## config.mk

```make
export PLATFORM = sky130hd
export DESIGN_NAME = dds_hop_scheduler_flat
export DESIGN_NICKNAME = d
export VERILOG_FILES = /design/src/rtl/dds_hop_scheduler_if.sv /design/src/rtl/dds_hop_scheduler.sv /design/src/flat_wrapper.sv
export SDC_FILE = /design/constraint.sdc
export NUM_CORES = 1
export LEC_CHECK = 0
export ABC_AREA = 1
export BUFFER_PORTS_ARGS = -buffer_cell sky130_fd_sc_hd__buf_2
export CORE_UTILIZATION = 61
export CTS_CLUSTER_DIAMETER = 100
export DETAILED_ROUTE_END_ITERATION = 6
export PLACE_DENSITY = 0.83
export SYNTH_ARGS = -nofsm -noshare
export SYNTH_HDL_FRONTEND = slang
export SYNTH_SLANG_ARGS = --single-unit
```

## constraint.sdc

```tcl
create_clock -name S_AXI_ACLK -period 5.25 [get_ports S_AXI_ACLK]
set_input_delay 0.7875 -clock S_AXI_ACLK [delete_from_list [all_inputs] [get_ports S_AXI_ACLK]]
set_output_delay 0.7875 -clock S_AXI_ACLK [all_outputs]
set_load 0.02 [all_outputs]
```

## src/rtl/dds_hop_scheduler_if.sv

```systemverilog
// AXI4-Lite write-only bus between the hop scheduler (master) and the DDS register slave.
// No read channel: only AW, W and B are carried.
interface dds_hop_scheduler_if #(
  parameter int ADDR_W = 5,
  parameter int DATA_W = 32
) ();
  logic [ADDR_W-1:0]   M_AXI_AWADDR;
  logic [2:0]          M_AXI_AWPROT;
  logic                M_AXI_AWVALID;
  logic                M_AXI_AWREADY;
  logic [DATA_W-1:0]   M_AXI_WDATA;
  logic [DATA_W/8-1:0] M_AXI_WSTRB;
  logic                M_AXI_WVALID;
  logic                M_AXI_WREADY;
  logic [1:0]          M_AXI_BRESP;
  logic                M_AXI_BVALID;
  logic                M_AXI_BREADY;

  modport master (
    output M_AXI_AWADDR, M_AXI_AWPROT, M_AXI_AWVALID,
    input  M_AXI_AWREADY,
    output M_AXI_WDATA, M_AXI_WSTRB, M_AXI_WVALID,
    input  M_AXI_WREADY,
    input  M_AXI_BRESP, M_AXI_BVALID,
    output M_AXI_BREADY
  );

  modport slave (
    input  M_AXI_AWADDR, M_AXI_AWPROT, M_AXI_AWVALID,
    output M_AXI_AWREADY,
    input  M_AXI_WDATA, M_AXI_WSTRB, M_AXI_WVALID,
    output M_AXI_WREADY,
    output M_AXI_BRESP, M_AXI_BVALID,
    input  M_AXI_BREADY
  );
endinterface

```

## src/rtl/dds_hop_scheduler.sv

```systemverilog
// Queues DDS hops and replays each as DELTAS then AMPLS AXI-Lite writes followed by a dwell.
// AW/W rise one cycle after start or dwell expiry; valids are held until their ready, hop_ready low when full.
module dds_hop_scheduler #(
  parameter int C_M_AXI_ADDR_WIDTH = 5,
  parameter int C_M_AXI_DATA_WIDTH = 32,
  parameter int DEPTH              = 8,
  parameter int DELTAS_ADDR        = 2,
  parameter int AMPLS_ADDR         = 3
) (
  input  logic                     S_AXI_ACLK,
  input  logic                     S_AXI_ARESETN,
  input  logic                     hop_valid,
  output logic                     hop_ready,
  input  logic [15:0]              hop_delta,
  input  logic [15:0]              hop_ampl,
  input  logic [31:0]              hop_dwell,
  input  logic                     start,
  input  logic                     abort,
  output logic                     busy,
  output logic                     done,
  output logic                     err,
  output logic [15:0]              hop_count,
  output logic [$clog2(DEPTH):0]   fifo_level,
  dds_hop_scheduler_if.master      m_axi
);

  localparam int PW = $clog2(DEPTH);

  typedef struct packed {
    logic [15:0] delta;
    logic [15:0] ampl;
    logic [31:0] dwell;
  } hop_t;

  typedef enum logic [2:0] {IDLE, WR_DELTA, RESP_DELTA, WR_AMPL, RESP_AMPL, DWELL} state_t;

  hop_t                          mem_q [DEPTH];
  hop_t                          head;
  logic [PW-1:0]                 wptr_q, wptr_d, rptr_q, rptr_d;
  logic [PW:0]                   cnt_q, cnt_d;
  logic                          push, pop, flush, load_hop;

  state_t                        state_q, state_d;
  logic                          aw_vld_q, aw_vld_d, w_vld_q, w_vld_d;
  logic [C_M_AXI_ADDR_WIDTH-1:0] awaddr_q, awaddr_d;
  logic [C_M_AXI_DATA_WIDTH-1:0] wdata_q, wdata_d;
  logic [15:0]                   ampl_q, ampl_d;
  logic [31:0]                   dwell_q, dwell_d, dcnt_q, dcnt_d;
  logic [15:0]                   hop_count_q, hop_count_d;
  logic                          err_q, err_d, done_q, done_d;
  logic                          abort_pend_q, abort_pend_d;
  logic                          aw_fire, w_fire, b_fire, abort_now;

  assign hop_ready = (cnt_q != (PW+1)'(DEPTH));
  assign push      = hop_valid && hop_ready;
  assign head      = mem_q[rptr_q];

  assign aw_fire   = aw_vld_q && m_axi.M_AXI_AWREADY;
  assign w_fire    = w_vld_q && m_axi.M_AXI_WREADY;
  assign b_fire    = m_axi.M_AXI_BREADY && m_axi.M_AXI_BVALID;
  assign abort_now = abort || abort_pend_q;

  always_comb begin
    wptr_d = wptr_q + PW'(push);
    rptr_d = rptr_q + PW'(pop);
    cnt_d  = cnt_q + (PW+1)'(push) - (PW+1)'(pop);
    if (flush) begin
      wptr_d = '0;
      rptr_d = '0;
      cnt_d  = '0;
    end
  end

  always_ff @(posedge S_AXI_ACLK) begin
    if (push) mem_q[wptr_q] <= '{delta: hop_delta, ampl: hop_ampl, dwell: hop_dwell};
  end

  always_comb begin
    state_d      = state_q;
    aw_vld_d     = aw_vld_q;
    w_vld_d      = w_vld_q;
    awaddr_d     = awaddr_q;
    wdata_d      = wdata_q;
    ampl_d       = ampl_q;
    dwell_d      = dwell_q;
    dcnt_d       = dcnt_q;
    hop_count_d  = hop_count_q;
    err_d        = err_q;
    abort_pend_d = abort_pend_q;
    done_d       = 1'b0;
    pop          = 1'b0;
    flush        = 1'b0;
    load_hop     = 1'b0;

    // An abort mid-transaction is remembered so the bus is drained before returning to IDLE.
    if (abort && state_q != IDLE) begin
      flush        = 1'b1;
      abort_pend_d = 1'b1;
    end
    if (b_fire && m_axi.M_AXI_BRESP != 2'b00) err_d = 1'b1;

    case (state_q)
      IDLE: begin
        if (start && cnt_q != '0) begin
          load_hop    = 1'b1;
          hop_count_d = '0;
          err_d       = 1'b0;
        end
      end
      WR_DELTA, WR_AMPL: begin
        if (aw_fire) aw_vld_d = 1'b0;
        if (w_fire)  w_vld_d  = 1'b0;
        if ((!aw_vld_q || aw_fire) && (!w_vld_q || w_fire))
          state_d = (state_q == WR_DELTA) ? RESP_DELTA : RESP_AMPL;
      end
      RESP_DELTA: begin
        if (b_fire) begin
          if (abort_now) begin
            state_d = IDLE;
          end else begin
            state_d  = WR_AMPL;
            aw_vld_d = 1'b1;
            w_vld_d  = 1'b1;
            awaddr_d = C_M_AXI_ADDR_WIDTH'(AMPLS_ADDR);
            wdata_d  = C_M_AXI_DATA_WIDTH'(ampl_q);
          end
        end
      end
      RESP_AMPL: begin
        if (b_fire) begin
          if (hop_count_q != 16'hFFFF) hop_count_d = hop_count_q + 16'd1;
          state_d = abort_now ? IDLE : DWELL;
          dcnt_d  = (dwell_q == 32'd0) ? 32'd1 : dwell_q;
        end
      end
      DWELL: begin
        if (abort) begin
          state_d = IDLE;
        end else if (dcnt_q <= 32'd1) begin
          if (cnt_q != '0) begin
            load_hop = 1'b1;
          end else begin
            state_d = IDLE;
            done_d  = 1'b1;
          end
        end else begin
          dcnt_d = dcnt_q - 32'd1;
        end
      end
      default: state_d = IDLE;
    endcase

    if (load_hop) begin
      pop      = 1'b1;
      state_d  = WR_DELTA;
      aw_vld_d = 1'b1;
      w_vld_d  = 1'b1;
      awaddr_d = C_M_AXI_ADDR_WIDTH'(DELTAS_ADDR);
      wdata_d  = C_M_AXI_DATA_WIDTH'(head.delta);
      ampl_d   = head.ampl;
      dwell_d  = head.dwell;
    end
    if (state_d == IDLE) abort_pend_d = 1'b0;
  end

  always_ff @(posedge S_AXI_ACLK or negedge S_AXI_ARESETN) begin
    if (!S_AXI_ARESETN) begin
      wptr_q       <= '0;
      rptr_q       <= '0;
      cnt_q        <= '0;
      state_q      <= IDLE;
      aw_vld_q     <= 1'b0;
      w_vld_q      <= 1'b0;
      awaddr_q     <= '0;
      wdata_q      <= '0;
      ampl_q       <= '0;
      dwell_q      <= '0;
      dcnt_q       <= '0;
      hop_count_q  <= '0;
      err_q        <= 1'b0;
      done_q       <= 1'b0;
      abort_pend_q <= 1'b0;
    end else begin
      wptr_q       <= wptr_d;
      rptr_q       <= rptr_d;
      cnt_q        <= cnt_d;
      state_q      <= state_d;
      aw_vld_q     <= aw_vld_d;
      w_vld_q      <= w_vld_d;
      awaddr_q     <= awaddr_d;
      wdata_q      <= wdata_d;
      ampl_q       <= ampl_d;
      dwell_q      <= dwell_d;
      dcnt_q       <= dcnt_d;
      hop_count_q  <= hop_count_d;
      err_q        <= err_d;
      done_q       <= done_d;
      abort_pend_q <= abort_pend_d;
    end
  end

  assign busy       = (state_q != IDLE);
  assign done       = done_q;
  assign err        = err_q;
  assign hop_count  = hop_count_q;
  assign fifo_level = cnt_q;

  assign m_axi.M_AXI_AWADDR  = awaddr_q;
  assign m_axi.M_AXI_AWPROT  = 3'b000;
  assign m_axi.M_AXI_AWVALID = aw_vld_q;
  assign m_axi.M_AXI_WDATA   = wdata_q;
  assign m_axi.M_AXI_WSTRB   = '1;
  assign m_axi.M_AXI_WVALID  = w_vld_q;
  assign m_axi.M_AXI_BREADY  = (state_q == RESP_DELTA) || (state_q == RESP_AMPL);

endmodule

```

## src/flat_wrapper.sv

```systemverilog
// flat-port wrapper written by rule: the top's interface ports become plain ports
module dds_hop_scheduler_flat 
#(
  parameter int C_M_AXI_ADDR_WIDTH = 5,
  parameter int C_M_AXI_DATA_WIDTH = 32,
  parameter int DEPTH              = 8,
  parameter int DELTAS_ADDR        = 2,
  parameter int AMPLS_ADDR         = 3
)
  (S_AXI_ACLK, S_AXI_ARESETN, hop_valid, hop_ready, hop_delta, hop_ampl, hop_dwell, start, abort, busy, done, err, hop_count, fifo_level, m_axi_M_AXI_AWADDR, m_axi_M_AXI_AWPROT, m_axi_M_AXI_AWVALID, m_axi_M_AXI_AWREADY, m_axi_M_AXI_WDATA, m_axi_M_AXI_WSTRB, m_axi_M_AXI_WVALID, m_axi_M_AXI_WREADY, m_axi_M_AXI_BRESP, m_axi_M_AXI_BVALID, m_axi_M_AXI_BREADY);
  dds_hop_scheduler_if #(.ADDR_W(5), .DATA_W(32)) m_axi_i ();
  input  logic S_AXI_ACLK;
  input  logic S_AXI_ARESETN;
  input  logic hop_valid;
  output logic hop_ready;
  input  logic [15:0] hop_delta;
  input  logic [15:0] hop_ampl;
  input  logic [31:0] hop_dwell;
  input  logic start;
  input  logic abort;
  output logic busy;
  output logic done;
  output logic err;
  output logic [15:0] hop_count;
  output logic [$clog2(DEPTH):0] fifo_level;
  output wire logic [$bits(m_axi_i.M_AXI_AWADDR)-1:0] m_axi_M_AXI_AWADDR;
  output wire logic [$bits(m_axi_i.M_AXI_AWPROT)-1:0] m_axi_M_AXI_AWPROT;
  output wire logic [$bits(m_axi_i.M_AXI_AWVALID)-1:0] m_axi_M_AXI_AWVALID;
  input wire logic [$bits(m_axi_i.M_AXI_AWREADY)-1:0] m_axi_M_AXI_AWREADY;
  output wire logic [$bits(m_axi_i.M_AXI_WDATA)-1:0] m_axi_M_AXI_WDATA;
  output wire logic [$bits(m_axi_i.M_AXI_WSTRB)-1:0] m_axi_M_AXI_WSTRB;
  output wire logic [$bits(m_axi_i.M_AXI_WVALID)-1:0] m_axi_M_AXI_WVALID;
  input wire logic [$bits(m_axi_i.M_AXI_WREADY)-1:0] m_axi_M_AXI_WREADY;
  input wire logic [$bits(m_axi_i.M_AXI_BRESP)-1:0] m_axi_M_AXI_BRESP;
  input wire logic [$bits(m_axi_i.M_AXI_BVALID)-1:0] m_axi_M_AXI_BVALID;
  output wire logic [$bits(m_axi_i.M_AXI_BREADY)-1:0] m_axi_M_AXI_BREADY;
  assign m_axi_M_AXI_AWADDR = m_axi_i.M_AXI_AWADDR;
  assign m_axi_M_AXI_AWPROT = m_axi_i.M_AXI_AWPROT;
  assign m_axi_M_AXI_AWVALID = m_axi_i.M_AXI_AWVALID;
  assign m_axi_i.M_AXI_AWREADY = m_axi_M_AXI_AWREADY;
  assign m_axi_M_AXI_WDATA = m_axi_i.M_AXI_WDATA;
  assign m_axi_M_AXI_WSTRB = m_axi_i.M_AXI_WSTRB;
  assign m_axi_M_AXI_WVALID = m_axi_i.M_AXI_WVALID;
  assign m_axi_i.M_AXI_WREADY = m_axi_M_AXI_WREADY;
  assign m_axi_i.M_AXI_BRESP = m_axi_M_AXI_BRESP;
  assign m_axi_i.M_AXI_BVALID = m_axi_M_AXI_BVALID;
  assign m_axi_M_AXI_BREADY = m_axi_i.M_AXI_BREADY;
  dds_hop_scheduler #(.C_M_AXI_ADDR_WIDTH(C_M_AXI_ADDR_WIDTH), .C_M_AXI_DATA_WIDTH(C_M_AXI_DATA_WIDTH), .DEPTH(DEPTH), .DELTAS_ADDR(DELTAS_ADDR), .AMPLS_ADDR(AMPLS_ADDR)) u_core (.S_AXI_ACLK(S_AXI_ACLK), .S_AXI_ARESETN(S_AXI_ARESETN), .hop_valid(hop_valid), .hop_ready(hop_ready), .hop_delta(hop_delta), .hop_ampl(hop_ampl), .hop_dwell(hop_dwell), .start(start), .abort(abort), .busy(busy), .done(done), .err(err), .hop_count(hop_count), .fifo_level(fifo_level), .m_axi(m_axi_i));
endmodule
```

Word level (Yosys, flattened, before mapping)
Memory sizes are Yosys's and may differ from the RTL's.
Index checks and enable logic that the tools add are counted.
{"block": "word_totals", "regBits": 151, "ramBits": 512, "in_bits": 74, "output_inout_bits": 71, "wordCells": 129, "n_memories": 1}
{"block": "classes", "n_addsub": 6, "order_cmp": 1, "eq_ne": 17, "n_mux": 57, "n_reduce_logical": 32}
{"memory": "u_core.mem_q", "depth": 8, "width": 64, "read_ports": 1, "rd_ports_with_merged_regs": 0, "write_ports": 1, "line_no": "dds_hop_scheduler.sv:37", "text": "hop_t mem_q [DEPTH];"}
{"operator": "$mux W32", "n": 8}
{"operator": "$pmux W32 S2", "n": 1}
{"operator": "$mux W16", "n": 3}
{"operator": "$mux W3", "n": 11}
{"operator": "$le A32 B1 Y1 const B", "n": 1}
{"operator": "$logic_not A32 Y1", "n": 1}
{"operator": "$pmux W16 S2", "n": 1}
{"operator": "$sub A32 B1 Y32 const B", "n": 1}
{"operator": "$mux W1", "n": 23}
{"operator": "$mux W5", "n": 4}
{"operator": "$add A16 B1 Y16 const B", "n": 1}
{"operator": "$ne A16 B16 Y1 const B", "n": 1}
{"operator": "$reduce_and A4 Y1", "n": 4}
{"operator": "$pmux W3 S5", "n": 1}
{"operator": "$reduce_bool A2 Y1", "n": 6}
{"operator": "$ne A3 B1 Y1 const B", "n": 3}
{"operator": "$logic_and A1 B1 Y1", "n": 8}
{"operator": "$ne A2 B1 Y1 const B", "n": 4}
{"operator": "$add A3 B1 Y3", "n": 2}
{"operator": "$eq A3 B2 Y1 const B", "n": 2}
{"operator": "$eq A3 B3 Y1 const B", "n": 2}
{"operator": "$logic_not A3 Y1", "n": 2}
{"operator": "$pmux W1 S2", "n": 3}
{"operator": "$reduce_bool A3 Y1", "n": 2}
{"operator": "other kinds (13)", "n": 18}

Longest topological paths before layout
{"block": "logic_depth", "ltp_word": 8, "depth_mapped": 17, "mapped_depth_nobuf": 15}

Least setup slack after synthesis
OpenSTA, ideal clock, no wires.
{"block": "synth_path", "path_kind": "reg-to-reg", "startpoint": "register u_core.cnt_q[2] (netlist: u_core.fifo_level[2])", "endpoint": "memory u_core.mem_q[0][0] (netlist name), enable pin", "setup_ns": 0.486, "t_arrival_ns": 3.938, "t_required_ns": 4.764, "path_slack_ns": 0.826, "path_stages_with_launch": 7, "path_buffers": 0, "period_less_slack_ns": 4.424, "cell_sequence": "dfrtp_1 -> inv_1 -> ha_1 -> nand3_1 -> and2_1 -> nand2_1 -> nor2_1"}
{"block": "synth_via", "elab_chain_cells": 4}
{"item": "start, declared", "line_no": "dds_hop_scheduler.sv:40", "text": "logic [PW:0] cnt_q, cnt_d;"}
{"item": "start signal, assigned", "line_no": "dds_hop_scheduler.sv:186", "text": "cnt_q <= cnt_d;"}
{"item": "$ne A4 B4 Y1", "line_no": "dds_hop_scheduler.sv:54", "text": "assign hop_ready = (cnt_q != (PW+1)'(DEPTH));"}
{"item": "via hop_ready", "line_no": "flat_wrapper.sv:15", "text": "output logic hop_ready;"}
{"item": "$logic_and A1 B1 Y1", "line_no": "dds_hop_scheduler.sv:55", "text": "assign push = hop_valid && hop_ready;"}
{"item": "$mux W1", "line_no": "dds_hop_scheduler.sv:75", "text": "if (push) mem_q[wptr_q] <= '{delta: hop_delta, ampl: hop_ampl, dwell: hop_dwell};"}
{"item": "$mux W1 (implied by the code)", "line_no": "dds_hop_scheduler.sv:75"}
{"item": "end, declared", "line_no": "dds_hop_scheduler.sv:37"}
The timed path passes the listed nets, and every way through them passes these cells.

Final worst setup path
{"block": "layout_path", "startpoint": "register u_core.rptr_q[0]", "endpoint": "register u_core.wdata_q[13] (netlist: u_core.m_axi.M_AXI_WDATA[13])"}
{"block": "layout_via", "elab_chain_cells": 2}
{"item": "start, declared", "line_no": "dds_hop_scheduler.sv:39", "text": "logic [PW-1:0] wptr_q, wptr_d, rptr_q, rptr_d;"}
{"item": "start signal, assigned", "line_no": "dds_hop_scheduler.sv:185", "text": "rptr_q <= rptr_d;"}
{"item": "$mem_v2 Z8 W64"}
{"item": "$mux W32", "line_no": "dds_hop_scheduler.sv:153", "text": "if (load_hop) begin"}
{"item": "end signal, assigned", "line_no": "dds_hop_scheduler.sv:191", "text": "wdata_q <= wdata_d;"}
{"item": "end, declared", "line_no": "dds_hop_scheduler.sv:46", "text": "logic [C_M_AXI_DATA_WIDTH-1:0] wdata_q, wdata_d;"}
Every way passes these cells.
A chain may end at the register's enable or synchronous reset.

==> reports/metrics.csv <==
stage,metric,value,unit
run_status,status,"complete, no violations",
setup_path,crit_slowest_cell,sky130_fd_sc_hd__dfrtp_4,
synthesis,synth_sequential_area_ratio,0.690,
die,start_util,0.623,
placement,dp_hpwl,36700,um
power,max-vdd-ir-drop,0.354,mV
power,total_switching_power,5.64,mW
synthesis,syn_area,27100,um2
die,floorplan.core_area,43500,um2
timing,final.setup_skew,20.3,ps
clock_network,cts_root_buffer,sky130_fd_sc_hd__clkbuf_16,
power,part_of_the_power_in_combinational_logic,0.280,
timing,report.final.setup_viol,0,
synthesis,async_reset_ff_frac,0.205,
synthesis,synth_largest_area_cell,sky130_fd_sc_hd__edfxtp_1,
cells_and_area,final_common_cell,sky130_fd_sc_hd__edfxtp_1,
die,floorplan.die_area,45200,um2
setup_path,worst_setup_path_start_kind,flop,
power,power_frac_seq,0.449,
routing,drt.antenna.violating_nets,0,
setup_path,r2r_slack,2060,ps
power,p_int,10.2,mW
timing,final_critical_path_share_of_the_clock_period,0.608,
die,boundaryPins,145,
power,share_clk_of_total_power,0.271,
routing,detail_route.first_pass.iterations,6,
timing,period_needed,3190,ps
timing,grt_setup_unrepaired,no,
synthesis,synth_cell_type_count,51,
power,power.static_leakage,11.3,nW
routing,drt_drc_violations_left,0,
timing,final-hold-violation-count,0,
clock_network,clockBufferDepth,3,
cells_and_area,syn2layout_area_growth,10.5,%
clock_network,cts_resized,0,
clock_network,cts_sinks,644,
timing,max_slew.worst_pin.slew,1200,ps
hold_path,holdCritPathClass,in2async,
synthesis,syn-instance-count,2309,
flow_run,drv.max_cap_violation_count,0,
global_routing,grt_start_max_net_pins,119,
synthesis,synth-edff-count,512,
setup_path,cp-end-kind,flop,
setup_path,crit_fanout,118,
global_routing,number_of_global_route_vias_before_repair,18000,
timing,hold_ws,253,ps
clock_network,tritoncts_clock_tree,done,
global_routing,grt_remaining_overflow,0,
clock_network,tritoncts.num_buffers,60,
setup_path,worst-setup-path-type,reg2reg,
synthesis,synth_top_cells_by_area,"sky130_fd_sc_hd__edfxtp_1 57%, sky130_fd_sc_hd__dfrtp_1 12%, sky130_fd_sc_hd__nand2_1 4.9%, sky130_fd_sc_hd__o21ai_0 4.6%, sky130_fd_sc_hd__nor2_1 4.4%",
setup_path,worstRegToRegCells,6,
timing,final-max-slew-violation-count,0,
clock_network,clk_latency,620,ps
setup_path,worstPathCellList,"inv_6, buf_4, nand2_1, a221oi_1, o21ai_0, nand3_1",
routing,number_of_drc_markers_in_iteration_0,2392,
power,cellPowerDensity,529,nW/um2
setup_path,cp_slowest_stage_delay,850,ps
routing,routed_wl,65200,um
cells_and_area,final_cell_mix,"512 x sky130_fd_sc_hd__edfxtp_1, 353 x sky130_fd_sc_hd__nand2_1, 307 x sky130_fd_sc_hd__nor2_1, 250 x sky130_fd_sc_hd__o21ai_0, 129 x sky130_fd_sc_hd__dfrtp_1",
die,fp.dieW,213,um
die,die_h,213,um
routing,via_count,18700,
synthesis,synth-main-ff-cell,sky130_fd_sc_hd__edfxtp_1,
cells_and_area,fraction_of_layout_instances_using_a_drive_strength_above_1,0.128,
clock_network,cts_post_setup_buffers_inserted,0,
setup_path,rr_endpoint,u_core.m_axi.M_AXI_WDATA[13]$_DFFE_PN0P_,
routing,via_per_inst,6.16,
setup_path,critPathRequiredTime,5790,ps
timing,fin_tns_setup,0,ps
clock_network,clkTransAtPathRegs,70,ps
synthesis,yosysWarnings,0,
synthesis,syn-mean-instance-area,11.7,um2
placement,place.port_buffers,118,
timing,fmax,313,MHz
routing,wl_cell,21.5,um
timing,relSlewSlack,0.196,
global_routing,grt_pass1_wl,100000,um
clock_network,htreeDepth,2,
placement,gp_congestion,0.892,
global_routing,grt_use_total,0.292,
clock_network,ctsHoldBuffers,0,
setup_path,cp_data_arrival_time,3730,ps
setup_path,worstReg2RegStart,u_core.rptr_q[0]$_DFF_PN0_,
die,num_rows,76,
synthesis,yosys_register_bits,644,
global_routing,number_of_antenna_violations_at_the_first_check_in_global_routing,9,
power,p_sw_frac,0.356,
synthesis,synth_top_area_frac,0.568,
cells_and_area,final_net_count,2476,
## power by group through the flow
stage	combinational, mW	sequential, mW	clock (mW)
3_3_place_gp	4.14	7.11	0
3_5_place_dp	4.33	7.16	0
6_report	4.43	7.10	4.29
5_1_grt	4.89	7.16	4.52
2_1_floorplan	3.24	6.98	0
4_1_cts	4.40	7.07	4.31
## worst max-delay path by stage
stage | startpoint | endpoint | cells after the start | slack [ps]
2_1_floorplan | u_core.fifo_level[2]$_DFF_PN0_ | u_core.mem_q[0][0]$_DFFE_PP_ | 6 | 830
3_3_place_gp | hop_valid | u_core.mem_q[0][20]$_DFFE_PP_ | 5 | 2110
3_5_place_dp | hop_valid | u_core.mem_q[0][17]$_DFFE_PP_ | 5 | 2040
4_1_cts | u_core.rptr_q[0]$_DFF_PN0_ | u_core.dwell_q[28]$_DFFE_PN0N_ | 5 | 2160
5_1_grt | u_core.state_q[1]$_DFF_PN0_ | u_core.dcnt_q[14]$_DFFE_PN0P_ | 10 | 1850
6_report | u_core.rptr_q[0]$_DFF_PN0_ | u_core.m_axi.M_AXI_WDATA[13]$_DFFE_PN0P_ | 6 | 2060
## worst max-delay path, delay by kind of cell, from the launching register on
family,cells,cell delay [ps]
flip-flops,1,850
buffers and inverters,2,1360
AND/OR/NAND/NOR,2,220
AO/OA/AOI/OAI,2,580
## stage by stage
stage	power (mW)	worst slack, ps	instance area (um2)	util	std cells
after floorplan	10.2	826	27200	-	2333
after global placement	11.3	2110	27900	0.643	2911
after detailed placement	11.5	2040	27900	0.643	2911
after CTS	15.8	2160	29900	0.687	3023
after global routing	16.6	1850	29900	0.688	3027
final	15.8	2060	29900	0.688	3032
## registers in the layout, summed over array words and instances (netlist names)
name / count
u_core.done: 1
u_core.rptr_q: 3
u_core.dwell_q: 32
u_core.abort_pend_q: 1
u_core.m_axi.M_AXI_AWADDR: 2
u_core.m_axi.M_AXI_WVALID: 1
u_core.wptr_q: 3
u_core.mem_q: 512
u_core.state_q: 3
u_core.fifo_level: 4
u_core.err: 1
u_core.hop_count: 16
u_core.ampl_q: 16
u_core.m_axi.M_AXI_AWVALID: 1
u_core.m_axi.M_AXI_WDATA: 16
u_core.dcnt_q: 32
## synth_stat cells, types with 3 or more instances
cell	n
sky130_fd_sc_hd__nand3_1	115
sky130_fd_sc_hd__a21oi_1	60
sky130_fd_sc_hd__o21ai_0	250
sky130_fd_sc_hd__nand4_1	8
sky130_fd_sc_hd__edfxtp_1	512
sky130_fd_sc_hd__o211ai_1	5
sky130_fd_sc_hd__clkbuf_1	71
sky130_fd_sc_hd__o22ai_1	67
sky130_fd_sc_hd__nor2_1	315
sky130_fd_sc_hd__ha_1	13
sky130_fd_sc_hd__o21ai_1	4
sky130_fd_sc_hd__inv_1	119
sky130_fd_sc_hd__nor2_2	9
sky130_fd_sc_hd__buf_2	25
sky130_fd_sc_hd__mux2i_1	41
sky130_fd_sc_hd__a31oi_2	24
sky130_fd_sc_hd__nor4_1	4
sky130_fd_sc_hd__o221ai_1	34
sky130_fd_sc_hd__buf_1	10
sky130_fd_sc_hd__nor2_4	4
sky130_fd_sc_hd__nor3_1	9
sky130_fd_sc_hd__a31oi_1	9
sky130_fd_sc_hd__buf_4	31
sky130_fd_sc_hd__xnor2_1	7
sky130_fd_sc_hd__o21ai_2	4
sky130_fd_sc_hd__dfrtp_1	132
sky130_fd_sc_hd__xor2_1	12
sky130_fd_sc_hd__a221oi_1	8
sky130_fd_sc_hd__nand2_2	4
sky130_fd_sc_hd__inv_2	11
sky130_fd_sc_hd__nand2_1	353
sky130_fd_sc_hd__a22oi_1	3
sky130_fd_sc_hd__buf_6	13
## layer usage
layer  up-vias  track usage  part of all wire
li1       8301            -                 -
met1      9037        0.407              0.38
met2      1172        0.464              0.49
met3       153       0.0473              0.10
met4         2        0.119             0.028
met5         -            0           0.00015
## cells by family after synthesis
group	after synthesis	synth area share
and+or+nand+nor	832	0.127
buffers and inverters	281	0.0480
other	2	0.000278
adders and majority gates	14	0.00675
AOI/OAI and AO/OA	476	0.106
muxes	41	0.0152
xor gates and xnor gates	19	0.00615
DFF	644	0.690
## final cells by class
cell class	instances	area [um2]
clock inverters	38	337
inverters	131	497
repair buffers	143	785
fillers	2876	13600
clock buffers	74	1610
multi-input cells	1408	7230
flip-flops and latches	644	18700
well taps	585	732
diodes	9	22.5
(Power assumes the default switching activity.)
